===== src/rtl/wll_fifo_pkg.sv =====
// Shared defaults, state encoding and helpers for the round-robin FIFO write arbiter.
package wll_fifo_pkg;

  localparam int DEFAULT_NREQ       = 4;
  localparam int DEFAULT_DATA_WIDTH = 8;
  localparam int DEFAULT_MAX_BURST  = 4;

  typedef enum logic {
    IDLE  = 1'b0,
    BURST = 1'b1
  } state_e;

  // Index width that stays legal for a single-requester build.
  function automatic int idx_width(input int n);
    return (n > 1) ? $clog2(n) : 1;
  endfunction

endpackage


===== src/rtl/wll_rr_pick.sv =====
// Combinational round-robin search: first set bit of req at or above start, wrapping.
module wll_rr_pick
  import wll_fifo_pkg::*;
#(
  parameter  int NREQ = DEFAULT_NREQ,
  localparam int IW   = idx_width(NREQ)
) (
  input  logic [NREQ-1:0] req,
  input  logic [IW-1:0]   start,
  output logic            found,
  output logic [IW-1:0]   index
);

  always_comb begin
    found = 1'b0;
    index = '0;
    for (int k = 0; k < NREQ; k++) begin
      for (int i = 0; i < NREQ; i++) begin
        if (!found && req[i] && (i == (int'(start) + k) % NREQ)) begin
          found = 1'b1;
          index = IW'(i);
        end
      end
    end
  end

endmodule


===== src/rtl/wll_fifo_arb.sv =====
// Round-robin burst arbiter moving words from NREQ requesters into one downstream FIFO.
module wll_fifo_arb
  import wll_fifo_pkg::*;
#(
  parameter  int NREQ       = DEFAULT_NREQ,
  parameter  int DATA_WIDTH = DEFAULT_DATA_WIDTH,
  parameter  int MAX_BURST  = DEFAULT_MAX_BURST,
  localparam int IW         = idx_width(NREQ),
  localparam int CW         = $clog2(MAX_BURST + 1)
) (
  input  logic                       clk,
  input  logic                       rst_n,
  input  logic                       en,
  input  logic [NREQ-1:0]            req_valid,
  input  logic [NREQ*DATA_WIDTH-1:0] req_data,
  input  logic [NREQ-1:0]            req_last,
  output logic [NREQ-1:0]            req_ready,
  input  logic                       fifo_full,
  output logic                       fifo_wr_en,
  output logic [DATA_WIDTH-1:0]      fifo_data,
  output logic [IW-1:0]              grant_id,
  output logic                       busy
);

  state_e                state, state_nxt;
  logic [IW-1:0]         last_grant;
  logic [CW-1:0]         burst_cnt;
  logic [IW-1:0]         pick_start;
  logic                  pick_found;
  logic [IW-1:0]         pick_index;
  logic                  gnt_valid;
  logic                  gnt_last;
  logic [DATA_WIDTH-1:0] gnt_data;
  logic                  can_move;
  logic                  start_burst;

  assign pick_start  = (last_grant == IW'(NREQ - 1)) ? '0 : last_grant + 1'b1;
  assign can_move    = en & ~fifo_full;
  assign start_burst = (state == IDLE) & en & pick_found;
  assign busy        = (state == BURST);

  wll_rr_pick #(.NREQ(NREQ)) u_pick (
    .req   (req_valid),
    .start (pick_start),
    .found (pick_found),
    .index (pick_index)
  );

  // Select the granted requester's handshake and data lanes.
  always_comb begin
    gnt_valid = 1'b0;
    gnt_last  = 1'b0;
    gnt_data  = '0;
    for (int i = 0; i < NREQ; i++) begin
      if (grant_id == IW'(i)) begin
        gnt_valid = req_valid[i];
        gnt_last  = req_last[i];
        gnt_data  = req_data[i*DATA_WIDTH +: DATA_WIDTH];
      end
    end
  end

  always_ff @(posedge clk or negedge rst_n) begin
    if (!rst_n) begin
      state <= IDLE;
    end else begin
      state <= state_nxt;
    end
  end

  // A stalled burst (full or disabled) neither transfers nor releases.
  always_comb begin
    state_nxt  = state;
    req_ready  = '0;
    fifo_wr_en = 1'b0;
    fifo_data  = '0;
    unique case (state)
      IDLE: begin
        if (en && pick_found) state_nxt = BURST;
      end
      BURST: begin
        if (can_move) begin
          for (int i = 0; i < NREQ; i++) req_ready[i] = (grant_id == IW'(i));
          if (gnt_valid) begin
            fifo_wr_en = 1'b1;
            fifo_data  = gnt_data;
            if (gnt_last || burst_cnt == CW'(MAX_BURST - 1)) state_nxt = IDLE;
          end else begin
            state_nxt = IDLE;
          end
        end
      end
      default: state_nxt = IDLE;
    endcase
  end

  always_ff @(posedge clk or negedge rst_n) begin
    if (!rst_n) begin
      grant_id   <= '0;
      last_grant <= IW'(NREQ - 1);
      burst_cnt  <= '0;
    end else begin
      if (start_burst) begin
        grant_id  <= pick_index;
        burst_cnt <= '0;
      end else if (fifo_wr_en) begin
        burst_cnt <= burst_cnt + 1'b1;
      end
      if (state == BURST && state_nxt == IDLE) last_grant <= grant_id;
    end
  end

endmodule

===== config.mk =====
export PLATFORM = sky130hd
export DESIGN_NAME = wll_fifo_arb
export DESIGN_NICKNAME = d
export VERILOG_FILES = /design/src/rtl/wll_fifo_pkg.sv /design/src/rtl/wll_rr_pick.sv /design/src/rtl/wll_fifo_arb.sv
export SDC_FILE = /design/constraint.sdc
export NUM_CORES = 1
export LEC_CHECK = 0
export CAP_MARGIN = 20
export CORE_MARGIN = 3
export CORE_UTILIZATION = 34
export DETAILED_ROUTE_END_ITERATION = 12
export PLACE_DENSITY = 0.8
export RECOVER_POWER = 100
export SLEW_MARGIN = 20
export SYNTH_ARGS = -nofsm -noshare
export SYNTH_HDL_FRONTEND = slang
export SYNTH_SLANG_ARGS = --single-unit

===== constraint.sdc =====
create_clock -name clk -period 2.84 [get_ports clk]
set_clock_uncertainty 0.05 [all_clocks]
set_input_delay 0.852 -clock clk [delete_from_list [all_inputs] [get_ports clk]]
set_output_delay 0.852 -clock clk [all_outputs]
set_load 0.03 [all_outputs]

==> results.cfg, run 1 <==
[setup_path]
r2r-start = grant_id[0]
critPathSlowestCell = mux4_2
critPathArrivalTime_ns = 1.92
worst-path-buf-inv = 3
max_stage_delay_ns = 0.49
cp-start-kind = input port
rr_endpoint = last_grant[0]
r2r_cells = 5
cp_common_cell = buf_6
cp_data_required_time_ns = 1.94
path_class = input port to output port
crit_family = multiplexers
cp_cell_sequence = buf_2, mux4_2, buf_6, and3_1, buf_6
worstSetupEndpointType = output port
r2r_setup_slack_ns = 0.78
crit_fanout = 8

[cells_and_area]
final_area_mm2 = 0.00154
final-seq-area_um2 = 203
nets = 196
syn2layout_area_growth_pct = 85.1
multi_input_area_um2 = 601
drive_gt1_frac = 0.376
diodes = 0
n_fill_cell = 192
final_common_cell = dlygate4sd2_1
final_cell_mix = dlygate4sd2_1 (34), buf_6 (12), mux4_2 (9), buf_4 (9), and3_4 (7)

[run]
maxCapViolCount = 0

[floorplanning]
boundaryPins = 60
start_util = 0.368
die_area_mm2 = 0.00307
die_h_um = 55.4
coreArea_mm2 = 0.00225
num_rows = 17
die_w_um = 55.4

[power]
peakVddDrop_uv = 616
clkPwrFrac = 0.090
p_sw_frac = 0.415
p_switching_uw = 448
intPower_uw = 631
power.total_mw = 1.08
sequentialPowerShare = 0.208
p_per_area_mw_per_mm2 = 702
leakage_nw = 0.730
combPwrFrac = 0.703

[yosys]
ys_types = 33
synthesis.area_um2 = 831
synth_seq_area_share = 0.244
syn-num-nets = 122
syn_area_per_cell_um2 = 10.9
synth_cells = 76
ys_ff_latch = 8
ys_warn_count = 0

[outcome]
status = finished, final reports clean

[clock_tree]
clk_latency_ns = 0.26
cts_buffer_depth = 2
ctsHtreeMaxLevel = 1
numCtsBuffers = 3
clk_pin_slew_ns = 0.06
hold_buffers = 0
cts_root_buffer = clkbuf_4
cts_tree = done
cts.sinks = 8

[global_route]
grt_overflow_total = 0
track_usage = 0.207
antenna_found_initial = 0
grt_max_degree = 18
grt_pass1_wl_um = 5080
grt_pass1_vias = 1018

[timing]
final.setup.tns_ns = 0
worst_pin_slew_ns = 0.427
hold_ws_ns = 0.491
period_share = 0.992
grt_setup_unrepaired = false
slew_headroom = 0.714
finalSetupViolations = 0
worst_slack_ns = 0.0215
slew_violations = 0
hold_violations = 0
fmax_ghz = 0.355
period_minus_slack_ns = 2.82

[hold_path]
hold_start = burst_cnt[1]
hp-class = flop to flop
min_to = burst_cnt[1]
holdPathStages = 2

[detailed_routing]
wl_per_cell_um = 16.9
ant_nets = 0
detail_route.vias_per_cell = 5.36
drc = 0
via_count = 948
wl_um = 2980
drt_first_iter_violations = 35
firstDrtPassIters = 4

[placement]
place_area_mm2 = 0.00153
io_buffers = 59
hpwl_um = 2320
gp_congestion = 0.796
dp_slack_ns = -0.778
[how the worst max path moves through the flow]
stage | from | to | slack, ns | cells past startpoint
after floorplan | fifo_full | req_ready[2] | 0.05 | 4
after global placement | req_valid[3] | fifo_data[2] | -0.75 | 4
after detailed placement | req_valid[3] | fifo_data[4] | -0.78 | 4
after CTS | req_valid[3] | fifo_data[7] | 0.03 | 5
after global routing | req_valid[3] | fifo_data[7] | 0.002 | 5
final | req_valid[3] | fifo_data[6] | 0.02 | 5
[worst reg2reg max path, delay by kind of cell, from the launching register on]
kind / cells / cell delay [ns]
multiplexers: 2 / 0.91
flip-flops: 1 / 0.43
AO/OA/AOI/OAI: 1 / 0.28
buffers and inverters: 2 / 0.31
[cell type report]
class                      instances  share of cell area
timing repair buffer              75               0.426
multi-input combinational         58               0.391
sequential                         8               0.132
tap                               28              0.0228
clock buffer                       4              0.0171
inverter                           4              0.0114
[cell usage after synthesis, drive strengths merged]
cell type / instances / share of area
ha: 2 / 0.030
nand3b: 1 / 0.0090
nor2: 5 / 0.023
o41ai: 1 / 0.011
mux2: 3 / 0.041
nor3: 1 / 0.0060
inv: 4 / 0.021
nand2: 3 / 0.033
nand2b: 1 / 0.0075
nor3b: 2 / 0.018
a22o: 1 / 0.011
clkbuf: 3 / 0.014
xor2: 1 / 0.011
and3b: 1 / 0.011
mux4: 9 / 0.25
dfrtp: 6 / 0.18
o22a: 1 / 0.011
buf: 3 / 0.033
dfstp: 2 / 0.063
nand3: 1 / 0.0060
and3: 9 / 0.068
o21ai: 4 / 0.024
a211oi: 2 / 0.024
mux2i: 4 / 0.048
a22oi: 1 / 0.0090
a21oi: 4 / 0.029
nor2b: 1 / 0.0075
[logic make-up (layout without fill, tap and decap cells)]
logic type	after synthesis	after routing	synth area share
mux	16	16	0.342
fa+ha+maj	2	2	0.0301
xor+xnor	1	1	0.0105
flops	8	8	0.244
buf+inv	10	83	0.0678
simple gates	25	25	0.188
compound gates	14	14	0.117
[metrics by stage]
step,instances,utilization
3_3_place_gp,171,0.676
2_1_floorplan,76,-
4_1_cts,177,0.693
3_5_place_dp,171,0.676
5_1_grt,177,0.682
6_report,177,0.682
[power groups by stage]
stage          Sequential, mW  Clock, mW  Combinational (mW)
2_1_floorplan           0.247          0               0.453
3_5_place_dp            0.225          0               0.733
3_3_place_gp            0.221          0               0.714
4_1_cts                 0.223      0.102               0.782
6_report                0.224     0.0967               0.758
5_1_grt                 0.231      0.107               0.817
[sequential cells by signal, indices dropped and copies added (netlist names)]
register    cells
burst_cnt       3
grant_id        2
last_grant      2
busy            1
[routing by layer]
layer	routed length, um	GRT usage
met1	1320	0.267
met2	1410	0.340
met3	209	0.0374
met4	43	0.0833
met5	0	0
[timing repair]
action	CTS	global route
gates resized for setup	127	0
setup buffers	2	0
endpoints found under the setup margin	12	0
Note: power is estimated with default switching activity, not from simulation.
==> run 2, diff against run 1 <==
- SLEW_MARGIN: 20 -> default
==> results of run 2 <==
The final DEF is identical to that of run 1; final timing and power are the same.
